`src/rtl/snitch_ptw.sv`:
```
// Sv32 page-table walker: refills the L0 TLB through a single-outstanding memory port.
// Define SNITCH_PTW_PTR_CACHE_EN to add a one-entry cache of the last level-1 pointer PTE.
`timescale 1ns/1ps
module snitch_ptw #(
    parameter int unsigned PLEN      = 34,
    parameter int unsigned DataWidth = 32
) (
    input  logic                 clk_i,
    input  logic                 rst_ni,
    input  logic                 flush_i,
    input  logic [21:0]          satp_ppn_i,
    input  logic                 valid_i,
    output logic                 ready_o,
    input  logic [31:0]          va_i,
    output logic [31:0]          pte_o,
    output logic                 is_4mega_o,
    output logic                 mem_valid_o,
    input  logic                 mem_ready_i,
    output logic [PLEN-1:0]      mem_addr_o,
    input  logic                 mem_rsp_valid_i,
    input  logic [DataWidth-1:0] mem_rsp_data_i,
    input  logic                 mem_rsp_error_i
);

    typedef enum logic [2:0] {IDLE, L1_REQ, L1_WAIT, L0_REQ, L0_WAIT, DONE} state_e;

    localparam logic [31:0] ABitMask = 32'h0000_0040;

    state_e          state_q;
    logic [9:0]      vpn0_q;
    logic [31:0]     pte_q;
    logic            is_4mega_q;
    logic            abort_q;
    logic            mem_valid_q;
    logic            ready_q;
    logic [PLEN-1:0] mem_addr_q;

    // The page offset never takes part in a walk.
    logic unused_va_offset;
    assign unused_va_offset = ^va_i[11:0];

    function automatic logic [PLEN-1:0] pte_addr(input logic [21:0] ppn, input logic [9:0] vpn);
        logic [33:0] full;
        full = {ppn, 12'b0} + {22'b0, vpn, 2'b00};
        return PLEN'(full);
    endfunction

    logic [31:0] rsp_pte;
    if (DataWidth == 64) begin : g_sel64
        assign rsp_pte = mem_addr_q[2] ? mem_rsp_data_i[63:32] : mem_rsp_data_i[31:0];
    end else begin : g_sel32
        assign rsp_pte = mem_rsp_data_i[31:0];
    end

    logic pte_v, pte_r, pte_w, pte_x;
    logic rsp_leaf, rsp_fault, ppn0_nz;
    assign pte_v     = rsp_pte[0];
    assign pte_r     = rsp_pte[1];
    assign pte_w     = rsp_pte[2];
    assign pte_x     = rsp_pte[3];
    assign rsp_leaf  = pte_r | pte_x;
    assign rsp_fault = mem_rsp_error_i | ~pte_v | (~pte_r & pte_w);
    assign ppn0_nz   = |rsp_pte[19:10];

    logic cache_hit;
    logic [PLEN-1:0] hit_addr;

`ifdef SNITCH_PTW_PTR_CACHE_EN
    logic        cache_valid_q;
    logic [9:0]  cache_vpn1_q;
    logic [21:0] cache_ppn_q;
    logic [9:0]  vpn1_q;

    assign cache_hit = cache_valid_q && (cache_vpn1_q == va_i[31:22]);
    assign hit_addr  = pte_addr(cache_ppn_q, va_i[21:12]);

    // Only a clean, non-aborted level-1 pointer may populate the entry.
    always_ff @(posedge clk_i or negedge rst_ni) begin
        if (!rst_ni) begin
            cache_valid_q <= 1'b0;
            cache_vpn1_q  <= '0;
            cache_ppn_q   <= '0;
            vpn1_q        <= '0;
        end else begin
            if (state_q == IDLE && valid_i && !flush_i) begin
                vpn1_q <= va_i[31:22];
            end
            if (flush_i) begin
                cache_valid_q <= 1'b0;
            end else if (state_q == L1_WAIT && mem_rsp_valid_i && !abort_q
                         && !rsp_fault && !rsp_leaf) begin
                cache_valid_q <= 1'b1;
                cache_vpn1_q  <= vpn1_q;
                cache_ppn_q   <= rsp_pte[31:10];
            end
        end
    end
`else
    assign cache_hit = 1'b0;
    assign hit_addr  = '0;
`endif

    // NOTE: sequential state uses non-blocking assignments so every register
    // samples pre-edge values regardless of statement order.
    always_ff @(posedge clk_i or negedge rst_ni) begin
        if (!rst_ni) begin
            state_q     <= IDLE;
            vpn0_q      <= '0;
            pte_q       <= '0;
            is_4mega_q  <= 1'b0;
            abort_q     <= 1'b0;
            mem_valid_q <= 1'b0;
            ready_q     <= 1'b0;
            mem_addr_q  <= '0;
        end else begin
            // NOTE: default first so ready_q is a single-cycle pulse on entry to DONE.
            ready_q <= 1'b0;
            unique case (state_q)
                IDLE: begin
                    if (valid_i && !flush_i) begin
                        vpn0_q      <= va_i[21:12];
                        mem_valid_q <= 1'b1;
                        if (cache_hit) begin
                            state_q    <= L0_REQ;
                            mem_addr_q <= hit_addr;
                        end else begin
                            state_q    <= L1_REQ;
                            mem_addr_q <= pte_addr(satp_ppn_i, va_i[31:22]);
                        end
                    end
                end
                L1_REQ, L0_REQ: begin
                    // An accepted request must still be drained, even under flush.
                    if (mem_ready_i) begin
                        mem_valid_q <= 1'b0;
                        abort_q     <= flush_i;
                        state_q     <= (state_q == L1_REQ) ? L1_WAIT : L0_WAIT;
                    end else if (flush_i) begin
                        mem_valid_q <= 1'b0;
                        state_q     <= IDLE;
                    end
                end
                L1_WAIT, L0_WAIT: begin
                    if (mem_rsp_valid_i) begin
                        abort_q <= 1'b0;
                        if (abort_q || flush_i) begin
                            state_q <= IDLE;
                        end else if (state_q == L1_WAIT && !rsp_fault && !rsp_leaf) begin
                            state_q     <= L0_REQ;
                            mem_valid_q <= 1'b1;
                            mem_addr_q  <= pte_addr(rsp_pte[31:10], vpn0_q);
                        end else begin
                            state_q <= DONE;
                            ready_q <= 1'b1;
                            if (state_q == L1_WAIT) begin
                                is_4mega_q <= ~mem_rsp_error_i & pte_v & rsp_leaf;
                                pte_q      <= (rsp_fault || ppn0_nz) ? (rsp_pte & ~ABitMask) : rsp_pte;
                            end else begin
                                is_4mega_q <= 1'b0;
                                pte_q      <= (rsp_fault || !rsp_leaf) ? (rsp_pte & ~ABitMask) : rsp_pte;
                            end
                        end
                    end else if (flush_i) begin
                        abort_q <= 1'b1;
                    end
                end
                DONE:    state_q <= IDLE;
                default: state_q <= IDLE;
            endcase
        end
    end

    assign ready_o     = ready_q;
    assign pte_o       = pte_q;
    assign is_4mega_o  = is_4mega_q;
    assign mem_valid_o = mem_valid_q;
    assign mem_addr_o  = mem_addr_q;

endmodule

```
`config.mk`:
```
export PLATFORM = sky130hd
export DESIGN_NAME = snitch_ptw
export DESIGN_NICKNAME = d
export VERILOG_FILES = /design/src/rtl/snitch_ptw.sv
export SDC_FILE = /design/constraint.sdc
export NUM_CORES = 1
export LEC_CHECK = 0
export CELL_PAD_IN_SITES_DETAIL_PLACEMENT = 1
export CELL_PAD_IN_SITES_GLOBAL_PLACEMENT = 2
export CORE_MARGIN = 2
export CORE_UTILIZATION = 29
export DETAILED_ROUTE_END_ITERATION = 16
export GPL_TIMING_DRIVEN = 0
export PLACE_DENSITY_LB_ADDON = 0.1
export REMOVE_ABC_BUFFERS = 1
export SLEW_MARGIN = 40
export SYNTH_ARGS = -nofsm -noshare
export SYNTH_HDL_FRONTEND = slang
export SYNTH_SLANG_ARGS = --single-unit
```
`constraint.sdc`:
```
create_clock -name clk_i -period 3.9 [get_ports clk_i]
set_input_delay 0.78 -clock clk_i [delete_from_list [all_inputs] [get_ports clk_i]]
set_output_delay 0.78 -clock clk_i [all_outputs]
set_load 0.01 [all_outputs]
```
==> results.toml <==
[sta]
maximum_clock_rate_mhz = 347
maxSlewHeadroom_pct = 64.5
drv_slew = 0
final.period_utilization_pct = 73.9
fin_crit_ns = 2.88
worst-slew-pin-transition_ns = 0.533
finClkSkew_ns = 0.00430
timing.final.setup_violations = 0
timing.hold.ws_ns = 0.320
finalHoldViolations = 0
grt_setup_unrepaired = "false"

[global_routing]
globalRouteOverflowTotal = 0
grt_pass1_vias = 2997
pin_count_of_the_biggest_net_entering_global_routing = 52
grt_antenna_before_repair = 0
grt_usage_pct = 15.7
grt_first_pass_wirelength_microns = 16700

[synthesis]
synth-seq-cells = 81
synth_warnings = 0
synth.distinct_cells = 35
synth-main-ff-cell = "sky130_fd_sc_hd__dfrtp_1"
synth.cell_area_sq_um = 3780
synth.yosys.seq_area_share_pct = 53.6
synth_top_cells_by_area = "sky130_fd_sc_hd__dfrtp_1, sky130_fd_sc_hd__mux2_1, sky130_fd_sc_hd__mux2_4"
synthDominantAreaCellType = "sky130_fd_sc_hd__dfrtp_1"
share_of_yosys_cell_area_claimed_by_the_top_area_cell_type_pct = 53.6
synthesis.instances = 258
asyncSetResetFlopFracSynth_pct = 100
synthesis.area_per_instance_sq_um = 14.7
post_synth_edffs = 0

[clock_network]
cts_tree = "yes"
post_cts_resize_count = 0
numCtsBuffers = 9
cts_buffer_depth = 2
clock_tree.root_cell = "sky130_fd_sc_hd__clkbuf_16"
clk_pin_slew_ns = 0.06
later_pin_clock_latency_in_the_skew_report_ns = 0.34
cts-hold-fix-buffers = 0
cts_htree_levels = 3
post_cts.repair.setup_buffers = 0
cts.sinks = 81

[cells_and_area]
num_antenna_cells = 0
syn_to_final_growth_pct = 54.2
num-nets-final = 499
final_layout_size_suffix_gt1_share_pct = 20.9
final.fill_count = 1332

[critical_path]
r2r_slack_ns = 1.37
critical_path_required_ns = 4.12
startpoint = "flush_i"
worst-path-max-fanout = 15
endpoint_kind = "flop"
worstPathCellList = "clkdlybuf4s50_1 -> or3b_1 -> a21boi_1 -> a2111o_2 -> buf_12 -> mux2_1"
master_of_the_slowest_instance_on_the_critical_path = "sky130_fd_sc_hd__a2111o_2"
cp-start-kind = "input pin"
reg2reg_to = "mem_addr_o[16]$_DFFE_PN0P_"
worst-r2r-cell-count = 5
critical_path_arrival_ns = 3.11
critical_path_class = "input pin to flop"
crit_path_max_incr_delay_ns = 0.66
rr_startpoint = "state_q[1]$_DFFE_PN0P_"

[die]
die_x_microns = 118
io_pins = 162
core_area_sq_um = 12700
die_area_sq_um = 14000
fp.dieH_microns = 118
total_number_of_placement_rows = 41
initial_utilization_pct = 29.9

[detailed_routing]
drt-vias-per-instance = 4.54
wl_microns = 10400
drt-wirelength-per-cell_microns = 17.9
route.detailed.drc = 0
drt.antenna.violating_nets = 0
total_via_count_after_detailed_routing = 2645
drt_iter0_markers = 90
dr.pass1.iters = 4

[placed_design]
place.detailed.hpwl_microns = 7520
buffer_ports.inserted = 147
place_congestion = 0.755

[power_and_ir_drop]
vdd.ir_drop.worst_mv = 0.323
overall_power_after_layout_w = 0.00402
power.density_nw_per_um2 = 688
p_leak_nw = 2.53

[run_status]
status = "complete, no violations"

[hold_path]
min-delay-path-class = "input pin to asynchronous set/reset pin"

[job]
drv_cap = 0
report_power, final:
part	switching, W	internal (W)	leakage (nW)	total [W]
logic	0.000619	0.00111	1.36	0.00172
registers	0.000212	0.00120	1.01	0.00141
clock network	0.000334	0.000548	0.153	0.000882
cell usage in the layout, fill, tap and decap left out, types with 2 or more instances in the layout:
cell type | netlist | layout
sky130_fd_sc_hd__nor4_1 | 2 | 2
sky130_fd_sc_hd__inv_1 | 3 | 3
sky130_fd_sc_hd__mux2_1 | 46 | 46
sky130_fd_sc_hd__buf_16 | 0 | 4
sky130_fd_sc_hd__a21oi_1 | 6 | 6
sky130_fd_sc_hd__clkbuf_8 | 0 | 3
sky130_fd_sc_hd__nor2_1 | 8 | 7
sky130_fd_sc_hd__nand2_1 | 2 | 2
sky130_fd_sc_hd__o21ai_0 | 2 | 2
sky130_fd_sc_hd__a2bb2oi_1 | 2 | 2
sky130_fd_sc_hd__or3b_1 | 2 | 2
sky130_fd_sc_hd__clkdlybuf4s50_1 | 0 | 146
sky130_fd_sc_hd__conb_1 | 1 | 2
sky130_fd_sc_hd__mux2_4 | 29 | 29
sky130_fd_sc_hd__nand4_1 | 2 | 2
sky130_fd_sc_hd__buf_12 | 0 | 2
sky130_fd_sc_hd__o211ai_1 | 2 | 2
sky130_fd_sc_hd__dfrtp_1 | 81 | 81
sky130_fd_sc_hd__nor2b_1 | 2 | 2
sky130_fd_sc_hd__o31ai_1 | 2 | 2
sky130_fd_sc_hd__clkbuf_1 | 4 | 2
sky130_fd_sc_hd__mux2_2 | 32 | 32
sky130_fd_sc_hd__clkbuf_16 | 0 | 9
sky130_fd_sc_hd__nor3b_1 | 4 | 4
synthesized netlist by cell type, types with 3 or more instances:
library cell,count
sky130_fd_sc_hd__buf_6,4
sky130_fd_sc_hd__buf_4,3
sky130_fd_sc_hd__clkbuf_1,4
sky130_fd_sc_hd__mux2_1,46
sky130_fd_sc_hd__buf_2,6
sky130_fd_sc_hd__nor3b_1,4
sky130_fd_sc_hd__inv_1,3
sky130_fd_sc_hd__nor2_1,8
sky130_fd_sc_hd__mux2_4,29
sky130_fd_sc_hd__a21oi_1,6
sky130_fd_sc_hd__mux2_2,32
sky130_fd_sc_hd__dfrtp_1,81
metal layers:
| metal | routed length (microns) | track usage (%) |
|---|---|---|
| met5 | 0 | 0 |
| met4 | 143 | 4.07 |
| met3 | 729 | 7.19 |
| met1 | 4210 | 17.7 |
| met2 | 5350 | 26.8 |
registers in the layout (all words and copies together), names as in the netlist:
name	count
is_4mega_o	1
state_q	3
abort_q	1
mem_addr_o	32
ready_o	1
mem_valid_o	1
pte_o	32
vpn0_q	10
through the flow:
| step | setup slack, ns | cell area (sq um) | setup TNS [ns] | std cells | util (%) |
|---|---|---|---|---|---|
| after global placement | -1.96 | 5360 | -180.24 | 561 | 42.3 |
| after global routing | 0.949 | 5830 | 0 | 583 | 46.0 |
| final | 1.02 | 5830 | 0 | 583 | 46.0 |
| after CTS | 1.01 | 5830 | 0 | 583 | 46.0 |
| after floorplan | 0.178 | 3670 | 0 | 242 | - |
| after detailed placement | 0.661 | 5520 | 0 | 567 | 43.6 |
cell type report:
cell class                 count  area (sq um)  area share [%]
clock buffer                  14           274            4.70
clock inverter                 2          35.0           0.601
inverter                       3          11.3           0.193
multi-input combinational    158          1650            28.2
sequential                    81          2030            34.7
tap                          172           215            3.69
timing repair buffer         153          1620            27.8
worst max-delay path by stage:
stage	slack, ns	to	cells after the start
after floorplan	0.18	is_4mega_o$_DFFE_PN0P_	4
after global placement	-1.96	pte_o[30]$_DFFE_PN0P_	4
after detailed placement	0.66	mem_addr_o[16]$_DFFE_PN0P_	6
after CTS	1.01	mem_addr_o[16]$_DFFE_PN0P_	6
after global routing	0.95	mem_addr_o[16]$_DFFE_PN0P_	6
final	1.02	mem_addr_o[16]$_DFFE_PN0P_	6
kinds of logic after synthesis:
family	after synthesis	share of synthesized area (%)
buffers and inverters	20	3.27
AO/OA/AOI/OAI	21	3.90
AND/OR/NAND/NOR	26	3.94
other	1	0.0991
multiplexers	108	35.0
flip-flops	81	53.6
XOR/XNOR	1	0.232
worst max-delay path, delay by kind of cell:
family	cells	cell delay, ns
mux	1	0.32
simple gates	1	0.44
buf+inv	2	0.73
compound gates	2	0.83
(Power assumes the default switching activity.)
==> RTL change: new RTL, same flow settings <==
The option `SNITCH_PTW_PTR_CACHE_EN` is turned on by a define.
--- a/src/rtl/snitch_ptw.sv
+++ b/src/rtl/snitch_ptw.sv
@@ -1,6 +1,8 @@
 // Sv32 page-table walker: refills the L0 TLB through a single-outstanding memory port.
 // Define SNITCH_PTW_PTR_CACHE_EN to add a one-entry cache of the last level-1 pointer PTE.
 `timescale 1ns/1ps
+`define SNITCH_PTW_PTR_CACHE_EN
+
 module snitch_ptw #(
     parameter int unsigned PLEN      = 34,
     parameter int unsigned DataWidth = 32
Check against the original RTL: same outputs for any inputs over 4 cycles, from zero or initial values and one cycle with rst_ni low; that may be too few to reach the edited logic, so the function may still have changed.
==> RTL change against the original RTL <==
Sequential cell count is 43 higher; power is 49% higher; cell area is 47% higher; sequential share of layout area is 1.4 points higher; via count is 76% higher; combinational power is 39% higher; setup slack worse by 0.40 ns; wire length is 76% higher; global-route usage is 1.8 points higher; synthesized area is 59% higher; critical path type unchanged; clock power is 84% higher.
==> RTL change: results (changes against the original RTL) <==
top layer used by detailed routing met4; buffer cell driving the clock tree root sky130_fd_sc_hd__clkbuf_16; Async S/R FF share, synth 1.00 (unchanged); via total after detailed routing 4662 (+76%); cell type group with the largest total delay on the critical path simple AND/OR/NAND/NOR gates; largest vdd supply drop 290 uV (-10%); worst skew pair latency 0.42 ns (+0.08 ns); clock-pin slew of the registers on the worst-case setup and hold paths 0.06 ns (about the same); ranking of synthesized cells by instance count sky130_fd_sc_hd__dfrtp_1, sky130_fd_sc_hd__mux2_2, sky130_fd_sc_hd__nand2_1, sky130_fd_sc_hd__nor2_1, sky130_fd_sc_hd__a31oi_1; worst hold path type in2async; count of buffers added by post-CTS timing repair for setup 0 (unchanged); wire length of the first global-routing pass 29500 microns (+77%); result of the run completed; post-cts repair resize count 0 (unchanged); pin count of the biggest net entering global routing 65 (+25%); number of buffers added on ports 147 (unchanged); depth of the CTS H-tree 4 (+1); clock buffers created by TritonCTS 17 (+8); distinct cell type count after synthesis 44 (+26%); DP Cell Count 927 (+63%); Metal-1 WL 8140 microns (+93%); Critical Path Fanout Max 12 (-3); number of detailed-route iterations in the first pass 4 (unchanged); portion of the post-synthesis area used by sequential elements 0.516 (-0.0201); transition at the pin with the smallest max-transition slack 0.669 ns (+0.136 ns); number of vias per cell 4.86 (+7.2%); count of filler cells inserted in the layout 2208 (+66%); Final Hold Violating Endpoints 0 (unchanged); share of layout cells above drive strength 1 0.255 (+0.0462); highest cell delay on the worst timing path 0.51 ns (-0.15 ns); leakage dissipation 0.00366 uW (+45%); Final Net Count 769 (+54%); worst setup skew after layout 0.0107 ns (+0.00641 ns); global placer's final weighted congestion 0.766 (+1.4%); number of buffers on the longest clock path 2 (unchanged); number of DRC markers after the initial detailed-route iteration 130 (+44%); total length of routed met2 wires 9240 microns (+73%); final WL 18300 microns (+76%); antenna violations before repair 0 (unchanged); Yosys warnings 0 (unchanged); vias in the first global route 5259 (+75%); wire length on met3 707 microns (-3.0%); gate count after technology mapping 521 (+100%); hpwl dp 12800 microns (+70%); antenna fix cells 0 (unchanged); Critical Path AT 3.58 ns (+0.47 ns); synth top area cells sky130_fd_sc_hd__dfrtp_1, sky130_fd_sc_hd__mux2_2, sky130_fd_sc_hd__a2bb2oi_1; GRT Util Overall 0.175 (+0.0178); Post-Place Cell Area 0.00799 sq mm (+45%); Crit-path slowest cell sky130_fd_sc_hd__clkdlybuf4s50_1
[RTL change: cell types whose count changed after synthesis, sizes merged, moves of 9 or more]
cell	delta
nand2	+71
dfrtp	+43
nor2	+38
a31oi	+33
a2bb2oi	+30
clkbuf	+10
buf	+9
o21ai	+9
[RTL change: cell type report]
class                   count  area, sq um  share of cell area
multi-input cells         357         2720               0.317
clock buffers              20          447              0.0521
clock inverters            12          146              0.0171
flip-flops and latches    124         3100               0.362
well taps                 270          338              0.0394
repair buffers            171         1810               0.211
inverters                   5         18.8             0.00219
[RTL change: where the power goes]
group          internal [uW]  switching, uW  leakage, uW  total [uW]
Combinational           1270           1130      0.00185        2390
Sequential              1720            262      0.00153        1980
Clock                   1020            601     0.000286        1620
Total                   4000           1990      0.00366        5990
[RTL change: cell families (layout without fill, tap and decap cells)]
logic type,count (synthesis),in the layout,share of synthesized area
AND/OR/NAND/NOR,140,140,0.0988
adder cells (fa/ha/maj),1,1,0.00166
multiplexers,113,113,0.218
XOR/XNOR,11,11,0.0173
flip-flops,124,124,0.516
other,1,2,0.000623
buffers and inverters,41,208,0.0383
AO/OA/AOI/OAI,90,90,0.110
[RTL change: worst paths after layout]
kind	start	end	slack [ns]	cells after the start
setup / recovery	mem_rsp_data_i[0]	pte_o[23]$_DFFE_PN0P_	0.62	8
hold / removal	rst_ni	pte_o[7]$_DFFE_PN0P_	0.31	1
setup reg to reg	state_q[2]$_DFFE_PN0P_	pte_o[23]$_DFFE_PN0P_	0.72	7
hold reg to reg	pte_o[2]$_DFFE_PN0P_	pte_o[2]$_DFFE_PN0P_	0.48	2
max in group asynchronous	rst_ni	mem_addr_o[4]$_DFFE_PN0P_	2.85	2
min in group clk_i	pte_o[2]$_DFFE_PN0P_	pte_o[2]$_DFFE_PN0P_	0.48	2
[RTL change: metrics by stage]
step	worst slack [ns]	total power (uW)	hold slack (ns)	setup TNS, ns
global placement	-3.35	4220	0.463	-562.88
floorplan	0.270	3170	0.458	0
detailed placement	0.157	4430	0.474	0
finish	0.615	5990	0.308	0
CTS	0.578	6090	0.325	0
global route	0.357	6390	0.327	0
[RTL change: routing by layer]
metal | GRT usage | vias up
li1 | - | 2166
met1 | 0.225 | 2378
met2 | 0.293 | 99
met3 | 0.0436 | 19
met4 | 0.0486 | 0
met5 | 0 | -
